## src/rtl/log_controller_if.sv

```systemverilog
// Handshake and memory-port bundle for log_controller.
// slave: the controller; master: writer, reader and memory side.
interface log_controller_if #(
    parameter int AW = 9,
    parameter int DW = 17
);
    logic          log_valid;
    logic [DW-1:0] log_data;
    logic          log_ready;
    logic          rd_req;
    logic [AW-1:0] rd_offset;
    logic          rd_ack;
    logic          rd_valid;
    logic [DW-1:0] rd_data;
    logic          rd_err;
    logic          clr_req;
    logic          busy;
    logic [AW:0]   count;
    logic          wrapped;
    logic [AW-1:0] mem_idx;
    logic          mem_wr;
    logic          mem_enable;
    logic [DW-1:0] mem_wdata;
    logic [DW-1:0] mem_rdata;

    modport slave (
        input  log_valid, log_data, rd_req, rd_offset,
        input  clr_req, mem_rdata,
        output log_ready, rd_ack, rd_valid, rd_data, rd_err,
        output busy, count, wrapped,
        output mem_idx, mem_wr, mem_enable, mem_wdata
    );

    modport master (
        output log_valid, log_data, rd_req, rd_offset,
        output clr_req, mem_rdata,
        input  log_ready, rd_ack, rd_valid, rd_data, rd_err,
        input  busy, count, wrapped,
        input  mem_idx, mem_wr, mem_enable, mem_wdata
    );
endinterface

```

## src/rtl/log_controller.sv

```systemverilog
// Circular event log sequencer: arbitrates writer/reader on one memory port.
// Ports: clk, reset (async, active-high), bus (log_controller_if.slave).
module log_controller #(
    parameter int AW = 9,
    parameter int DW = 17
) (
    input logic              clk,
    input logic              reset,
    log_controller_if.slave  bus
);
    localparam int         DEPTH = 1 << AW;
    localparam logic [AW:0] FULL = (AW+1)'(DEPTH);

    typedef enum logic [1:0] {
        IDLE,
        WRITE,
        READ,
        CLEAR
    } state_t;

    state_t        state;
    state_t        state_nx;
    logic [AW-1:0] wr_ptr;
    logic [AW-1:0] ridx;
    logic [AW-1:0] clr_ptr;
    logic [AW:0]   cnt;
    // 1 when the writer won the most recent grant
    logic          last_log;
    logic [DW-1:0] wdata;
    logic          err_pend;
    logic          rd_valid_q;
    logic [DW-1:0] rd_data_q;
    logic          rd_err_q;
    logic          wrapped_q;
    logic          grant_log;
    logic          grant_rd;

    // Clear beats both requesters; a tie goes to the side
    // that did not win last time.
    always_comb begin
        grant_log = 1'b0;
        grant_rd  = 1'b0;
        state_nx  = state;
        unique case (state)
            IDLE: begin
                if (bus.clr_req) begin
                    state_nx = CLEAR;
                end else if (bus.log_valid &&
                             (!bus.rd_req || !last_log)) begin
                    grant_log = 1'b1;
                    state_nx  = WRITE;
                end else if (bus.rd_req) begin
                    grant_rd = 1'b1;
                    state_nx = READ;
                end
            end
            WRITE:   state_nx = IDLE;
            READ:    state_nx = IDLE;
            CLEAR: begin
                if (clr_ptr == '1) state_nx = IDLE;
            end
            default: state_nx = IDLE;
        endcase
    end

    always_comb begin
        bus.mem_enable = 1'b0;
        bus.mem_wr     = 1'b0;
        bus.mem_idx    = '0;
        bus.mem_wdata  = '0;
        case (state)
            WRITE: begin
                bus.mem_enable = 1'b1;
                bus.mem_wr     = 1'b1;
                bus.mem_idx    = wr_ptr;
                bus.mem_wdata  = wdata;
            end
            READ: begin
                // out-of-range reads never touch the memory
                bus.mem_enable = !err_pend;
                bus.mem_idx    = err_pend ? '0 : ridx;
            end
            CLEAR: begin
                bus.mem_enable = 1'b1;
                bus.mem_wr     = 1'b1;
                bus.mem_idx    = clr_ptr;
            end
            default: ;
        endcase
    end

    always_ff @(posedge clk or posedge reset) begin
        if (reset) begin
            state      <= IDLE;
            wr_ptr     <= '0;
            ridx       <= '0;
            clr_ptr    <= '0;
            cnt        <= '0;
            last_log   <= 1'b0;
            wdata      <= '0;
            err_pend   <= 1'b0;
            rd_valid_q <= 1'b0;
            rd_data_q  <= '0;
            rd_err_q   <= 1'b0;
            wrapped_q  <= 1'b0;
        end else begin
            state      <= state_nx;
            rd_valid_q <= 1'b0;
            if (grant_log) begin
                wdata    <= bus.log_data;
                last_log <= 1'b1;
            end
            if (grant_rd) begin
                // offset 0 is the slot just behind the write pointer
                ridx     <= wr_ptr - AW'(1) - bus.rd_offset;
                err_pend <= {1'b0, bus.rd_offset} >= cnt;
                last_log <= 1'b0;
            end
            case (state)
                WRITE: begin
                    wr_ptr <= wr_ptr + AW'(1);
                    if (cnt == FULL) wrapped_q <= 1'b1;
                    else cnt <= cnt + (AW+1)'(1);
                end
                READ: begin
                    rd_valid_q <= 1'b1;
                    rd_data_q  <= err_pend ? '0 : bus.mem_rdata;
                    rd_err_q   <= err_pend;
                end
                CLEAR: begin
                    clr_ptr <= clr_ptr + AW'(1);
                    if (clr_ptr == '1) begin
                        wr_ptr    <= '0;
                        cnt       <= '0;
                        wrapped_q <= 1'b0;
                    end
                end
                default: ;
            endcase
        end
    end

    assign bus.log_ready = grant_log;
    assign bus.rd_ack    = grant_rd;
    assign bus.rd_valid  = rd_valid_q;
    assign bus.rd_data   = rd_data_q;
    assign bus.rd_err    = rd_err_q;
    assign bus.busy      = (state != IDLE);
    assign bus.count     = cnt;
    assign bus.wrapped   = wrapped_q;
endmodule

```

## src/flat_wrapper.sv

```systemverilog
// flat-port wrapper written by rule: the top's interface ports become plain ports
module log_controller_flat 
#(
    parameter int AW = 9,
    parameter int DW = 17
)
  (clk, reset, bus_log_valid, bus_log_data, bus_rd_req, bus_rd_offset, bus_clr_req, bus_mem_rdata, bus_log_ready, bus_rd_ack, bus_rd_valid, bus_rd_data, bus_rd_err, bus_busy, bus_count, bus_wrapped, bus_mem_idx, bus_mem_wr, bus_mem_enable, bus_mem_wdata);
  log_controller_if #(.AW(AW), .DW(DW)) bus_i ();
  input logic clk;
  input logic reset;
  input wire logic [$bits(bus_i.log_valid)-1:0] bus_log_valid;
  input wire logic [$bits(bus_i.log_data)-1:0] bus_log_data;
  input wire logic [$bits(bus_i.rd_req)-1:0] bus_rd_req;
  input wire logic [$bits(bus_i.rd_offset)-1:0] bus_rd_offset;
  input wire logic [$bits(bus_i.clr_req)-1:0] bus_clr_req;
  input wire logic [$bits(bus_i.mem_rdata)-1:0] bus_mem_rdata;
  output wire logic [$bits(bus_i.log_ready)-1:0] bus_log_ready;
  output wire logic [$bits(bus_i.rd_ack)-1:0] bus_rd_ack;
  output wire logic [$bits(bus_i.rd_valid)-1:0] bus_rd_valid;
  output wire logic [$bits(bus_i.rd_data)-1:0] bus_rd_data;
  output wire logic [$bits(bus_i.rd_err)-1:0] bus_rd_err;
  output wire logic [$bits(bus_i.busy)-1:0] bus_busy;
  output wire logic [$bits(bus_i.count)-1:0] bus_count;
  output wire logic [$bits(bus_i.wrapped)-1:0] bus_wrapped;
  output wire logic [$bits(bus_i.mem_idx)-1:0] bus_mem_idx;
  output wire logic [$bits(bus_i.mem_wr)-1:0] bus_mem_wr;
  output wire logic [$bits(bus_i.mem_enable)-1:0] bus_mem_enable;
  output wire logic [$bits(bus_i.mem_wdata)-1:0] bus_mem_wdata;
  assign bus_i.log_valid = bus_log_valid;
  assign bus_i.log_data = bus_log_data;
  assign bus_i.rd_req = bus_rd_req;
  assign bus_i.rd_offset = bus_rd_offset;
  assign bus_i.clr_req = bus_clr_req;
  assign bus_i.mem_rdata = bus_mem_rdata;
  assign bus_log_ready = bus_i.log_ready;
  assign bus_rd_ack = bus_i.rd_ack;
  assign bus_rd_valid = bus_i.rd_valid;
  assign bus_rd_data = bus_i.rd_data;
  assign bus_rd_err = bus_i.rd_err;
  assign bus_busy = bus_i.busy;
  assign bus_count = bus_i.count;
  assign bus_wrapped = bus_i.wrapped;
  assign bus_mem_idx = bus_i.mem_idx;
  assign bus_mem_wr = bus_i.mem_wr;
  assign bus_mem_enable = bus_i.mem_enable;
  assign bus_mem_wdata = bus_i.mem_wdata;
  log_controller #(.AW(AW), .DW(DW)) u_core (.clk(clk), .reset(reset), .bus(bus_i));
endmodule
```

## config.mk

```make
export PLATFORM = sky130hd
export DESIGN_NAME = log_controller_flat
export DESIGN_NICKNAME = d
export VERILOG_FILES = /design/src/rtl/log_controller_if.sv /design/src/rtl/log_controller.sv /design/src/flat_wrapper.sv
export SDC_FILE = /design/constraint.sdc
export NUM_CORES = 1
export LEC_CHECK = 0
export CORE_ASPECT_RATIO = 0.75
export CORE_MARGIN = 1
export CORE_UTILIZATION = 42
export CTS_BUF_LIST = sky130_fd_sc_hd__clkbuf_4
export DETAILED_ROUTE_END_ITERATION = 8
export PLACE_DENSITY = 0.72
export SLEW_MARGIN = 20
export SYNTH_ARGS = -nofsm -noshare
export SYNTH_HDL_FRONTEND = slang
export SYNTH_SLANG_ARGS = --single-unit
```

## constraint.sdc

```tcl
create_clock -name clk -period 3.82 [get_ports clk]
set_input_delay 0.382 -clock clk [delete_from_list [all_inputs] [get_ports clk]]
set_output_delay 0.382 -clock clk [all_outputs]
set_load 0.01 [all_outputs]
```

After elaboration in Yosys (flattened, before gate mapping) --
Cells that the tools add are included.
Word-level totals: input bits 48, memory bits (writable) 0, output and inout bits 61, register bits 78, logic and storage cells 71, memory bits (read-only) 0, memories kept 0, bits in latches 0
Cells by class: div/mod/pow operators 0, add/subtract/negate cells 5, bitwise operators 0, mux-type cells 29, shift-type cells 0, equal/unequal tests 9, multipliers 0, order comparisons 1, reduce and logical (&&, ||, !) cells 15
Operators by type and width (count):
- $mux W17 | 2
- $pmux W9 S3 | 1
- $mux W10 | 2
- $pmux W10 S2 | 1
- $add A9 B1 Y9 const B | 2
- $mux W9 | 2
- $pmux W9 S2 | 1
- $mux W1 | 13
- $add A10 B1 Y10 const B | 1
- $eq A10 B10 Y1 const B | 1
- $ge A9 B10 Y1 | 1
- $eq A9 B9 Y1 const B | 1
- $sub A9 B1 Y9 const B | 1
- $sub A9 B9 Y9 | 1
- $mux W2 | 4
- $pmux W2 S3 | 1
- $reduce_and A3 Y1 | 2
- $reduce_bool A2 Y1 | 3
- $eq A2 B2 Y1 const B | 2
- $ne A2 B1 Y1 const B | 2
- $ne A4 B3 Y1 const B | 1
- $pmux W1 S2 | 2
- $reduce_and A2 Y1 | 2
- $reduce_or A2 Y1 | 2
- other kinds (6) | 8

Longest topological paths before layout --
Gate-level depths: netlist of run 1.
depth after elaboration 8, gate-level depth with buffers 9, mapped depth without buffers 9

Worst setup path before layout of run 1 --
No wires, ideal clock.
kind register to register, from reg u_core.clr_ptr[0], to reg u_core.cnt[2], in the netlist u_core.bus.count[2], data required time 3.742 ns, cell stages (with the launch flop) 10, clock period less this slack 1.870 ns, buffers on the path 0, setup time 0.078 ns, arrival time 1.792 ns, slack 1.950 ns, cell sequence dfrtp_1 -> ha_1 -> nand3_1 -> nor2_1 -> ha_1 -> inv_1 -> a21boi_2 -> nand2_1 -> or3_1 -> a21oi_1
On the way: cells in the longest elaborated chain, start to end 3
RTL lines:
- start: declaration | RTL line log_controller.sv:25 | logic [AW-1:0] clr_ptr;
- start signal: assignment | RTL line log_controller.sv:131 | clr_ptr <= clr_ptr + AW'(1);
- $eq A9 B9 Y1 | RTL line log_controller.sv:132 | if (clr_ptr == '1) begin
- $ne A2 B1 Y1 (no source line)
- $reduce_and A3 Y1 (no source line)
- end signal: assignment | RTL line log_controller.sv:123 | else cnt <= cnt + (AW+1)'(1);
- end: declaration | RTL line log_controller.sv:26 | logic [AW:0] cnt;
No other way between the ends. A chain may end at the register's enable or synchronous reset.

Final worst setup path of run 1 --
from reg u_core.state[0], to out bus_mem_wdata[13]
On the way: cells in the longest elaborated chain, start to end 2
RTL lines:
- start: declaration | RTL line log_controller.sv:21 | state_t state;
- start signal: assignment | RTL line log_controller.sv:107 | state <= state_nx;
- $eq A2 B1 Y1 | RTL line log_controller.sv:71 | case (state)
- $mux W17 | RTL line log_controller.sv:71
- end: declaration | RTL line flat_wrapper.sv:28 | output wire logic [$bits(bus_i.mem_wdata)-1:0] bus_mem_wdata;
No other way between the ends.

==> impl_results.md, run 1 <==
* Via/cell ratio at 5.17
* Max_slew headroom at 33.5%
* Synth Cell Area at 4250 um2
* Worst hold path class: in2async
* Hold Violations, Final at 0
* Part of the power in registers at 57.6%
* Die H at 89.1 um
* Hold slack at 0.397 ns
* CTS tree: done
* Clock root buffer: clkbuf_4
* Final net count at 621
* Seq/Total Area, Yosys at 45.9%
* Final worst path period share at 83.1%
* Worst path slowest cell: nor2b_1
* CTS Buf Count at 9
* Cell Chain, Critical Path: buf_4 > nor2b_1 > buf_4 > and2_1 > clkdlybuf4s50_1
* Worst EP required at 3.44 ns
* Pleak at 2.49 nW
* Die area at 10500 um2
* PortBufs at 108
* Crit end category: output pin
* Startpoint types: register
* CTS clk-pin slew, worst paths at 0.13 ns
* Setup Buffers After CTS at 0
* Final GP Congestion at 0.924
* Crit path DAT at 2.79 ns
* Most used flip-flop cell after synthesis: dfrtp_1
* Layout fillers at 832
* Post-DP HPWL at 7810 um
* Part of the power in the clock network at 34.7%
* Tot GR Track Use at 20.5%
* CP Capture Point: bus_mem_wdata[13]
* Family with the most delay on the worst path: buffers and inverters
* Post-route antenna net violation count at 0
* Multi-input gate area at 2100 um2
* Routed wire length at 10400 um
* Maximum capacitance violations at 0
* Internal at 1.12 mW
* Largest net degree at the start of global routing at 39
* Wire per inst at 15.2 um
* Via count at 3551
* Critical path depth at 5
* Ys async rst share at 100%
* Row cnt at 31
* Reg2reg path depth at 7
* Comb pwr share at 7.7%
* Status: complete, no violations
* Final min period at 3.17 ns
* Initial detailed-routing violation count at 179
* First-pass GRT wire length at 16700 um
* Final setup vio count at 0
* Core Box Area at 9740 um2
* Synthesized flop and latch total at 78
* Syn Inst Count at 446
* Synth unique cells at 51
* GR Overflow Total at 0
* Reg2Reg Setup Slack at 1.45 ns
* Max stage delay on crit path at 0.69 ns
* Post-Syn Nets at 517
* Worst skew pair latency at 0.42 ns
* Reg2Reg Capture Point: u_core.wr_ptr[3]
* Seq. cell area at 1950 um2
* Warnings, synthesis at 0
* Setup TNS at 0 ns
* Post-CTS sizing at 0
* Layout cells sized above 1 at 10.3%
* # DRC at 0
* Sw frac at 23.7%
* Number of global-route vias before repair at 3327
* Avg Synthesized Cell Area at 9.53 um2
* RSZ-0062 raised after global routing: no
* Most Frequent Cell on Critical Path: buf_4
* Antenna cells at 0
* Slew Viols, Final at 0
* Post-cts hold buffer count at 0
* Crit path kind: reg2out
* CTS sink count at 78
* Post-synth EDFFs at 0
* Worst r2r src: u_core.clr_ptr[0]
* Fmax at 315 MHz
* DRT Pass-1 Iters at 5
* Max Root-Sink Buffers at 2
* NetSw at 346 uW
* Initial antenna violation count at 0
* Die X at 118 um
* PwrDens at 262 nW/um2
* Initial core utilization at 43.7%
* Critical path origin: u_core.state[0]
* Synth-to-layout area growth at 31.1%
* Worst Skew at 0.0197 ns
* Transition time of the tightest slew-check pin at 0.993 ns
* WP buf/inv at 3
* Max FO, Critical Path at 28
* IO Pins at 109
* H-tree depth at 3
* Worst vdd ir at 0.000160 V
-- through the flow --
step                cells  util [%]  cell area [um2]  total power, mW  setup slack (ns)
finish                687      57.3             5570             1.46             0.645
global route          687      57.3             5570             1.52             0.503
CTS                   687      57.2             5570             1.48             0.642
detailed placement    671      55.8             5430            0.971              1.11
global placement      671      55.8             5430            0.968              1.18
floorplan             446         -             4250            0.904              1.44
-- layout make-up --
cell class | instances | area share [%]
Clock buffer | 11 | 1.48
Multi-Input combinational cell | 322 | 37.7
Sequential cell | 78 | 35.0
Inverter | 27 | 1.82
Tap cell | 132 | 2.96
Timing Repair Buffer | 112 | 19.9
Clock inverter | 5 | 1.05
-- worst min path at each step --
stage | start | to | slack [ns] | depth (start not counted)
6_report | reset | u_core.wdata[12] | 0.40 | 2
5_1_grt | reset | u_core.wdata[12] | 0.46 | 2
4_1_cts | reset | u_core.wdata[12] | 0.41 | 2
3_5_place_dp | u_core.bus.rd_data[15] | u_core.bus.rd_data[15] | 0.47 | 2
3_3_place_gp | u_core.bus.rd_err | u_core.bus.rd_err | 0.46 | 2
2_1_floorplan | u_core.ridx[8] | u_core.ridx[8] | 0.44 | 2
-- placed cells by master (no fill, tap or decap), types with 2 or more instances in the layout --
cell type / instances
a211oi_1: 2
a21o_1: 4
a21oi_1: 23
a22oi_1: 2
a31oi_1: 2
and2_1: 18
and3_1: 3
buf_4: 4
clkbuf_4: 11
clkdlybuf4s50_1: 108
clkinvlp_4: 2
dfrtp_1: 78
ha_1: 22
inv_1: 25
mux2_2: 13
mux2_4: 8
nand2_1: 74
nand2b_1: 2
nand3_1: 8
nand4_1: 9
nor2_1: 24
nor2b_1: 2
nor3b_1: 2
nor4_2: 2
o21ai_0: 47
o21ai_1: 2
o21bai_1: 2
o22ai_1: 4
or3_1: 4
xnor2_1: 12
xor2_1: 11
-- synth_stat cells (11+ instances only) --
cell      number  area [um2]
inv_1         26        97.6
clkbuf_1      13        48.8
xnor2_1       12         105
nand2_1       74         278
nor2_1        24        90.1
mux2_2        13         146
ha_1          22         275
o21ai_0       47         235
a21oi_1       23         115
xor2_1        11        96.3
dfrtp_1       78        1950
and2_1        18         113
-- power by group through the flow --
| stage | sequential [mW] | combinational [mW] | clock [mW] |
|---|---|---|---|
| finish | 0.842 | 0.112 | 0.507 |
| global route | 0.844 | 0.126 | 0.553 |
| CTS | 0.842 | 0.114 | 0.523 |
| detailed placement | 0.857 | 0.114 | 0 |
| global placement | 0.858 | 0.111 | 0 |
| floorplan | 0.855 | 0.0486 | 0 |
-- per-layer routing --
layer	track usage (%)	vias up	routed length, um
met1	28.3	1691	4860
li1	-	1725	-
met3	3.89	17	612
met5	0	-	0
met2	32.6	118	4770
met4	6.99	0	166
-- state kept, by name, indices dropped and copies added (netlist names) --
| name | flops |
|---|---|
| u_core.bus.rd_valid | 1 |
| u_core.ridx | 9 |
| u_core.bus.rd_err | 1 |
| u_core.wdata | 17 |
| u_core.bus.count | 10 |
| u_core.bus.wrapped | 1 |
| u_core.bus.rd_data | 17 |
| u_core.err_pend | 1 |
| u_core.state | 2 |
| u_core.clr_ptr | 9 |
| u_core.wr_ptr | 9 |
| u_core.last_log | 1 |
-- cell families after synthesis --
family                   synth area share, %
AO/OA/AOI/OAI                           12.3
adder cells (fa/ha/maj)                 6.95
AND/OR/NAND/NOR                         19.1
flip-flops                              45.9
buffers and inverters                   4.65
multiplexers                            6.27
XOR/XNOR                                4.74
No activity file was read; power rests on OpenSTA's default activity.
==> inputs of run 2 (changes only) <==
Clock period 3.82 ns to 3.1 ns, I/O delays scaled along.
==> impl_results.md, run 2 (same netlist as run 1, synthesis figures left out) <==
* Final setup margin at 0.410 ns
* Met3 Use GR at 4.15%
* Met2 usage at 32.2%
* Final net count at 624
* Global Route met1 Usage at 28.7%
* DRT Pass-1 Iters at 5
* CTS Buf Count at 9
* Setup TNS at 0 ns
* Max FO, Critical Path at 20
* Largest net degree at the start of global routing at 79
* Worst skew pair latency at 0.43 ns
* GR Overflow Total at 0
* PwrDens at 312 nW/um2
* PortBufs at 108
* Gr busiest metal: met2
* Place WS at 0.807 ns
* Max_slew headroom at 55.6%
* Power Total at 1.74 mW
* First-pass GRT wire length at 16800 um
* Hold slack at 0.285 ns
* Post-CTS sizing at 0
* Startpoint types: register
* Core Box Area at 9740 um2
* Hold Violations, Final at 0
* Status: complete, no violations
* Transition time of the tightest slew-check pin at 0.659 ns
* IO Pins at 109
* Crit path DAT at 2.38 ns
* Via count at 3447
* Most frequent cells in the layout: clkdlybuf4s50_1 (108), dfrtp_1 (78), nand2_1 (74), o21ai_0 (47), inv_1 (25)
* Worst hold path class: in2async
* Wire per inst at 14.8 um
* Fmax at 372 MHz
* Worst Skew at 0.0308 ns
* Maximum capacitance violations at 0
* Row cnt at 31
* Clock root buffer: clkbuf_4
* Antenna cells at 0
* Die area at 10500 um2
* Crit end category: output pin
* Via/cell ratio at 5.00
* Max Root-Sink Buffers at 2
* Die X at 118 um
* Worst vdd ir at 0.000155 V
* Crit path kind: reg2out
* Synth-to-layout area growth at 31.5%
* Layout cells sized above 1 at 10.8%
* CTS tree: done
* CTS sink count at 78
* Worst EP required at 2.79 ns
* Final min period at 2.69 ns
* Initial detailed-routing violation count at 170
* RSZ-0062 raised after global routing: no
* Post-DP HPWL at 7710 um
* Die H at 89.1 um
* Final setup vio count at 0
* H-tree depth at 3
* Post-route antenna net violation count at 0
* Routed wire length at 10200 um
* Setup Buffers After CTS at 0
* Initial antenna violation count at 0
* Tot GR Track Use at 20.5%
* Post-cts hold buffer count at 0
* Pleak at 2.51 nW
* Commonest non-fill, non-tap cell in the layout: clkdlybuf4s50_1
* Final worst path period share at 86.8%
* Slew Viols, Final at 0
* CTS clk-pin slew, worst paths at 0.13 ns
* Initial core utilization at 43.7%
* Final GP Congestion at 0.877
* Number of global-route vias before repair at 3436
* # DRC at 0
-- run 2: cell types whose count changed in the layout (fill, tap and decap cells not counted), sizes merged --
cell,before,now
clkbuf,11,9
inv,27,30
clkinvlp,2,1
bufinv,1,0
clkinv,2,3
buf,4,7
-- run 2: worst paths after layout --
check	startpoint	end	slack, ns	cells after the start
hold / removal	reset	u_core.clr_ptr[8]	0.29	3
setup / recovery	u_core.state[0]	bus_mem_idx[4]	0.41	5
hold reg to reg	u_core.ridx[3]	u_core.ridx[3]	0.50	2
setup reg to reg	u_core.clr_ptr[0]	u_core.bus.count[2]	0.87	9
max in group asynchronous	reset	u_core.bus.rd_data[7]	2.49	3
min in group clk	bus_mem_rdata[9]	u_core.bus.rd_data[9]	0.43	3
-- run 2: worst max-delay path, stage by stage (launching register included) --
cell             delay (ns)
dfrtp_1                0.72
nor2b_1                0.25
buf_4                  0.21
nand2_1                0.07
o21ai_0                0.12
clkdlybuf4s50_1        0.59
-- run 2: per-layer routing --
metal,up-vias,part of all wire [%]
li1,1723,-
met1,1617,48
met2,96,45
met3,11,5.3
met4,0,1.4
met5,-,0
-- run 2: stage by stage --
step	cell area [um2]	util, %	instances
2_1_floorplan	4250	-	446
3_3_place_gp	5470	56.1	674
3_5_place_dp	5470	56.1	674
4_1_cts	5590	57.4	690
5_1_grt	5590	57.4	690
6_report	5590	57.4	690
-- run 2: cell type report --
class,instances,area [um2]
Clock buffer,9,67.6
Fill cell,861,4150
Sequential cell,78,1950
Multi-Input combinational cell,322,2100
Clock inverter,7,55.1
Timing Repair Buffer,115,1150
Inverter,27,101
Tap cell,132,165
-- run 2: power breakdown --
| group | internal [mW] | switching, mW | leakage, nW |
|---|---|---|---|
| Sequential | 1.03 | 0.00650 | 0.960 |
| Combinational | 0.0812 | 0.0592 | 1.48 |
| Clock | 0.176 | 0.390 | 0.0690 |
| Total | 1.29 | 0.456 | 2.51 |
==> inputs of run 3 (changes only) <==
Settings changed: PLACE_DENSITY 0.72 to 0.75.
Clock period 3.1 ns to 2.4 ns, I/O delays scaled along.
==> impl_results.md, run 3 (same netlist as run 1, synthesis figures left out) <==
* Status: complete, no violations
* Startpoint types: register
* Worst skew pair latency at 0.45 ns
* DRT Pass-1 Iters at 5
* Crit end category: output pin
* Initial core utilization at 43.7%
* IO Pins at 109
* CTS clk-pin slew, worst paths at 0.13 ns
* Worst EP required at 2.16 ns
* Setup TNS at 0 ns
* Worst Skew at 0.0196 ns
* CTS sink count at 78
* Max Root-Sink Buffers at 2
* Row cnt at 31
* Via/cell ratio at 5.11
* Initial antenna violation count at 0
* Post-cts hold buffer count at 0
* RSZ-0062 raised after global routing: no
* First-pass GRT wire length at 17300 um
* Max FO, Critical Path at 8
* Tot GR Track Use at 21.4%
* Maximum capacitance violations at 0
* Final setup vio count at 0
* Commonest non-fill, non-tap cell in the layout: clkdlybuf4s50_1
* GR Overflow Total at 0
* Post-DP HPWL at 8050 um
* Layout Cell Area excl Fill at 5710 um2
* Placed inst area at 5500 um2
* Die area at 10500 um2
* Wire per inst at 15.4 um
* Number of global-route vias before repair at 3465
* Worst vdd ir at 0.000186 V
* Crit path kind: reg2out
* Core Box Area at 9740 um2
* Max_slew headroom at 63.2%
* H-tree depth at 3
* Power Total at 2.52 mW
* Final net count at 631
* Most frequent cells in the layout: clkdlybuf4s50_1 (102), dfrtp_1 (77), nand2_1 (74), o21ai_0 (43), inv_1 (25)
* PwrDens at 440 nW/um2
* Clock root buffer: clkbuf_4
* Hold Violations, Final at 0
* Largest net degree at the start of global routing at 43
* Crit path DAT at 2.06 ns
* Fmax at 434 MHz
* Slew Viols, Final at 0
* Antenna cells at 0
* Transition time of the tightest slew-check pin at 0.552 ns
* CTS Buf Count at 9
* Layout fillers at 831
* Final worst path period share at 95.9%
* Die X at 118 um
* Post-route antenna net violation count at 0
* Pleak at 2.62 nW
* CTS tree: done
* Initial detailed-routing violation count at 215
* Via count at 3556
* Final GP Congestion at 0.918
* PortBufs at 108
* # DRC at 0
* Final min period at 2.30 ns
* Routed wire length at 10700 um
* Die H at 89.1 um
* Layout cells sized above 1 at 11.7%
* Worst hold path class: in2async
* Synth-to-layout area growth at 34.4%
## run 3: cell count changes in the layout (fill, tap and decap cells not counted), sizes merged
cell and delta:
dlymetal6s2s +2, dlygate4sd2 +4, buf +7, bufinv +3, clkdlybuf4s50 -6, clkinv -1, inv -3
## run 3: area by class of cell
type	instances	area, um2	share of cell area [%]
clock buffers	9	67.6	1.18
clock inverters	6	110	1.93
inverters	27	101	1.77
multi-input cells	322	2110	37.0
flip-flops and latches	78	1950	34.2
well taps	132	165	2.89
repair buffers	122	1200	21.1
## run 3: per-layer routing
metal  GRT usage, %  vias to the layer above  part of all wire (%)
met5              0                        -                     0
met2           31.6                      127                    43
li1               -                     1735                     -
met1           30.0                     1682                    48
met4           6.29                        0                   1.1
met3           7.14                       12                   7.8
## run 3: report_power, final
part           internal (mW)  switching (mW)  leakage [nW]
combinational          0.106          0.0786          1.57
sequential              1.33         0.00880         0.959
clock                  0.521           0.470        0.0901
total                   1.96           0.557          2.62
## run 3: stage by stage
| step | instances | util [%] | hold slack (ns) | setup slack (ns) |
|---|---|---|---|---|
| floorplan | 446 | - | 0.385 | 0.165 |
| global placement | 679 | 56.5 | 0.462 | 0.227 |
| detailed placement | 679 | 56.5 | 0.472 | 0.168 |
| CTS | 694 | 58.3 | 0.147 | 0.0110 |
| global route | 696 | 58.7 | 0.185 | 0.0161 |
| finish | 696 | 58.7 | 0.158 | 0.0982 |
## run 3: repair_timing
item | CTS | global route
buffers inserted | 0 | 2
gates resized for setup | 7 | 7
cloned | 0 | 0
setup endpoints to repair | 11 | 22
## run 3: final timing paths
kind,start,end,slack [ns],cells past startpoint
worst max-delay path,u_core.err_pend,bus_mem_idx[5],0.1,6
worst min-delay path,reset,u_core.wdata[8],0.16,2
worst max register to register,u_core.clr_ptr[0],u_core.bus.count[2],0.13,9
worst min register to register,u_core.ridx[2],u_core.ridx[2],0.49,2
max in group asynchronous,reset,u_core.state[1],1.61,3
min in group clk,bus_mem_rdata[4],u_core.bus.rd_data[4],0.35,3
## run 3: worst max-delay path: stages, from the launching register on
cell,delay (ns)
dfrtp_1,0.44
clkinv_1,0.16
nand2_1,0.09
nor2_1,0.13
a21oi_1,0.06
o21ai_1,0.18
clkdlybuf4s50_1,0.57
==> RTL edit, RTL diff (config.mk and constraints of run 2) <==
`DW` is set to 17 in 3 places; all go to 25.
--- a/src/rtl/log_controller_if.sv
+++ b/src/rtl/log_controller_if.sv
@@ -2,7 +2,7 @@
 // slave: the controller; master: writer, reader and memory side.
 interface log_controller_if #(
     parameter int AW = 9,
-    parameter int DW = 17
+    parameter int DW = 25
 );
     logic          log_valid;
     logic [DW-1:0] log_data;
--- a/src/rtl/log_controller.sv
+++ b/src/rtl/log_controller.sv
@@ -2,7 +2,7 @@
 // Ports: clk, reset (async, active-high), bus (log_controller_if.slave).
 module log_controller #(
     parameter int AW = 9,
-    parameter int DW = 17
+    parameter int DW = 25
 ) (
     input logic              clk,
     input logic              reset,
--- a/src/flat_wrapper.sv
+++ b/src/flat_wrapper.sv
@@ -2,7 +2,7 @@
 module log_controller_flat 
 #(
     parameter int AW = 9,
-    parameter int DW = 17
+    parameter int DW = 25
 )
   (clk, reset, bus_log_valid, bus_log_data, bus_rd_req, bus_rd_offset, bus_clr_req, bus_mem_rdata, bus_log_ready, bus_rd_ack, bus_rd_valid, bus_rd_data, bus_rd_err, bus_busy, bus_count, bus_wrapped, bus_mem_idx, bus_mem_wr, bus_mem_enable, bus_mem_wdata);
   log_controller_if #(.AW(AW), .DW(DW)) bus_i ();
Interface: changed (resized bus_log_data, bus_mem_rdata, bus_mem_wdata and bus_rd_data); port bits go from 109 to 141. No check against the original RTL was run, so the function may have changed too.
==> RTL edit against run 2 <==
  * Synthesized area rose by 14%
  * Power rose by 19%
  * Clock skew down 0.017 ns
  * Wire length rose by 18%
  * Critical path depth stayed put
  * Cell area increased by 16%
  * Sequential cell count rose by 16
  * Worst setup slack worse by 0.12 ns
  * First-iteration DRC count increased by 20%
==> RTL edit: results (changes against run 2) <==
Worst setup path
The maximum fanout along the worst path is 13 (-35%). The worst reg2reg path depth is 8 (-1). The worst register-to-register path ends at u_core.wr_ptr[6]$_DFFE_PP0P_. The capturing element of the worst setup path is bus_mem_idx[0].

GRT
The largest net degree at the start of global routing was 57 (-28%). The number of global-route vias before repair came to 3834 (+12%). The all-layer global routing usage was 0.209 (+0.00352).

CTS
The root buffer cell chosen for the clock tree is clkbuf_4.

Pwr
The peak ir drop on the vdd network is 0.237 mV (+53%). The switching power is 496 uW (+8.6%).

Synth
In the post-synthesis netlist, the biggest area contributors are dfrtp_1 (49%), mux2_2 (6.5%), nand2_1 (6.0%). The net count after synthesis is 574 (+11%). The adder-cell share of the synthesized area is 0.0612 (-0.00832). The commonest cells after synthesis are dfrtp_1 (94), nand2_1 (77), o21ai_0 (51).

The fraction of synthesized area in multiplexers is 0.0736 (+0.0109). The compound-cell area share of the yosys netlist is 0.130 (+0.00622). The count of cell types in the netlist was 43 (-16%). The parity-gate share of the synthesized area counting xor and xnor cells is 0.0435 (-0.00386).

The per-instance average area after synthesis was 9.91 um2 (+4.0%).

Timing
The relative max-transition margin is 0.512 (-0.0437). The worst setup skew after layout is 0.0141 ns (-0.0168 ns).

Placed design
The count of buffers from port buffering is 140 (+30%). The global placement routability congestion came to 0.919 (+4.7%). The HPWL reported at the end of detailed placement is 8920 um (+16%). The post-placement setup slack came to 0.685 ns (-0.122 ns).

Route
The DRC marker count from the first detailed-route iteration was 204 (+20%). The residual DRC count is 0 (unchanged). The ratio of routed vias to standard cells is 5.21 (+4.3%). The routed length on met3 is 870 um (+60%). The wire length on met1 is 5710 um (+16%). The routed wire length is 12100 um (+18%).

Cells and area
The post-layout net count is 705 (+13%). The filler-free cell count of the finished design is 763 (+11%). The layout cell share with drive strength beyond 1 is 0.0899 (-0.0176).

Run status
The run finished with clean final reports.
[RTL edit: cell count changes after synthesis, moves of 4 or more]
cell / change
a21oi_1: -10
a22o_1: +16
and2_1: +7
and3_1: +5
clkbuf_1: +4
dfrtp_1: +16
inv_1: -4
mux2_2: +15
mux2_4: -6
o2111ai_1: +4
o21ai_0: +4
or3_1: -4
[RTL edit: per-layer routing]
metal / track usage / vias to the layer above
met5: 0 / -
met4: 0.0622 / 0
met3: 0.0612 / 16
met2: 0.322 / 119
met1: 0.286 / 1913
li1: - / 1927
[RTL edit: logic make-up after synthesis]
| group | after synthesis |
|---|---|
| AO/OA/AOI/OAI | 102 |
| XOR/XNOR | 24 |
| adder cells (fa/ha/maj) | 23 |
| buffers and inverters | 49 |
| flip-flops | 94 |
| multiplexers | 31 |
| AND/OR/NAND/NOR | 164 |
[RTL edit: cell type report]
type	count	area (um2)
clock buffer	9	67.6
fill	931	4580
inverter	23	87.6
tap	140	175
clock inverter	7	65.1
sequential	94	2350
multi-input combinational	344	2270
timing repair buffer	146	1470
[RTL edit: power groups by stage]
stage,registers (uW),logic [uW],clock network [uW]
3_3_place_gp,1270,164,0
6_report,1250,166,662
2_1_floorplan,1270,65.2,0
5_1_grt,1250,183,732
3_5_place_dp,1270,168,0
4_1_cts,1250,169,685
[RTL edit: per-stage QoR]
stage               hold WS (ns)   util  area [um2]
floorplan                  0.442      -        4830
global placement           0.462  0.574        6350
detailed placement         0.468  0.574        6350
CTS                        0.264  0.586        6490
global route               0.281  0.586        6490
finish                     0.267  0.586        6490
[RTL edit: worst max-delay path, stage by stage, from the launching register on]
cell and delay [ns]:
dfrtp_1 0.51, buf_4 0.23, nor2_1 0.41, a22o_1 0.22
a22o_1 0.15, clkdlybuf4s50_1 0.54
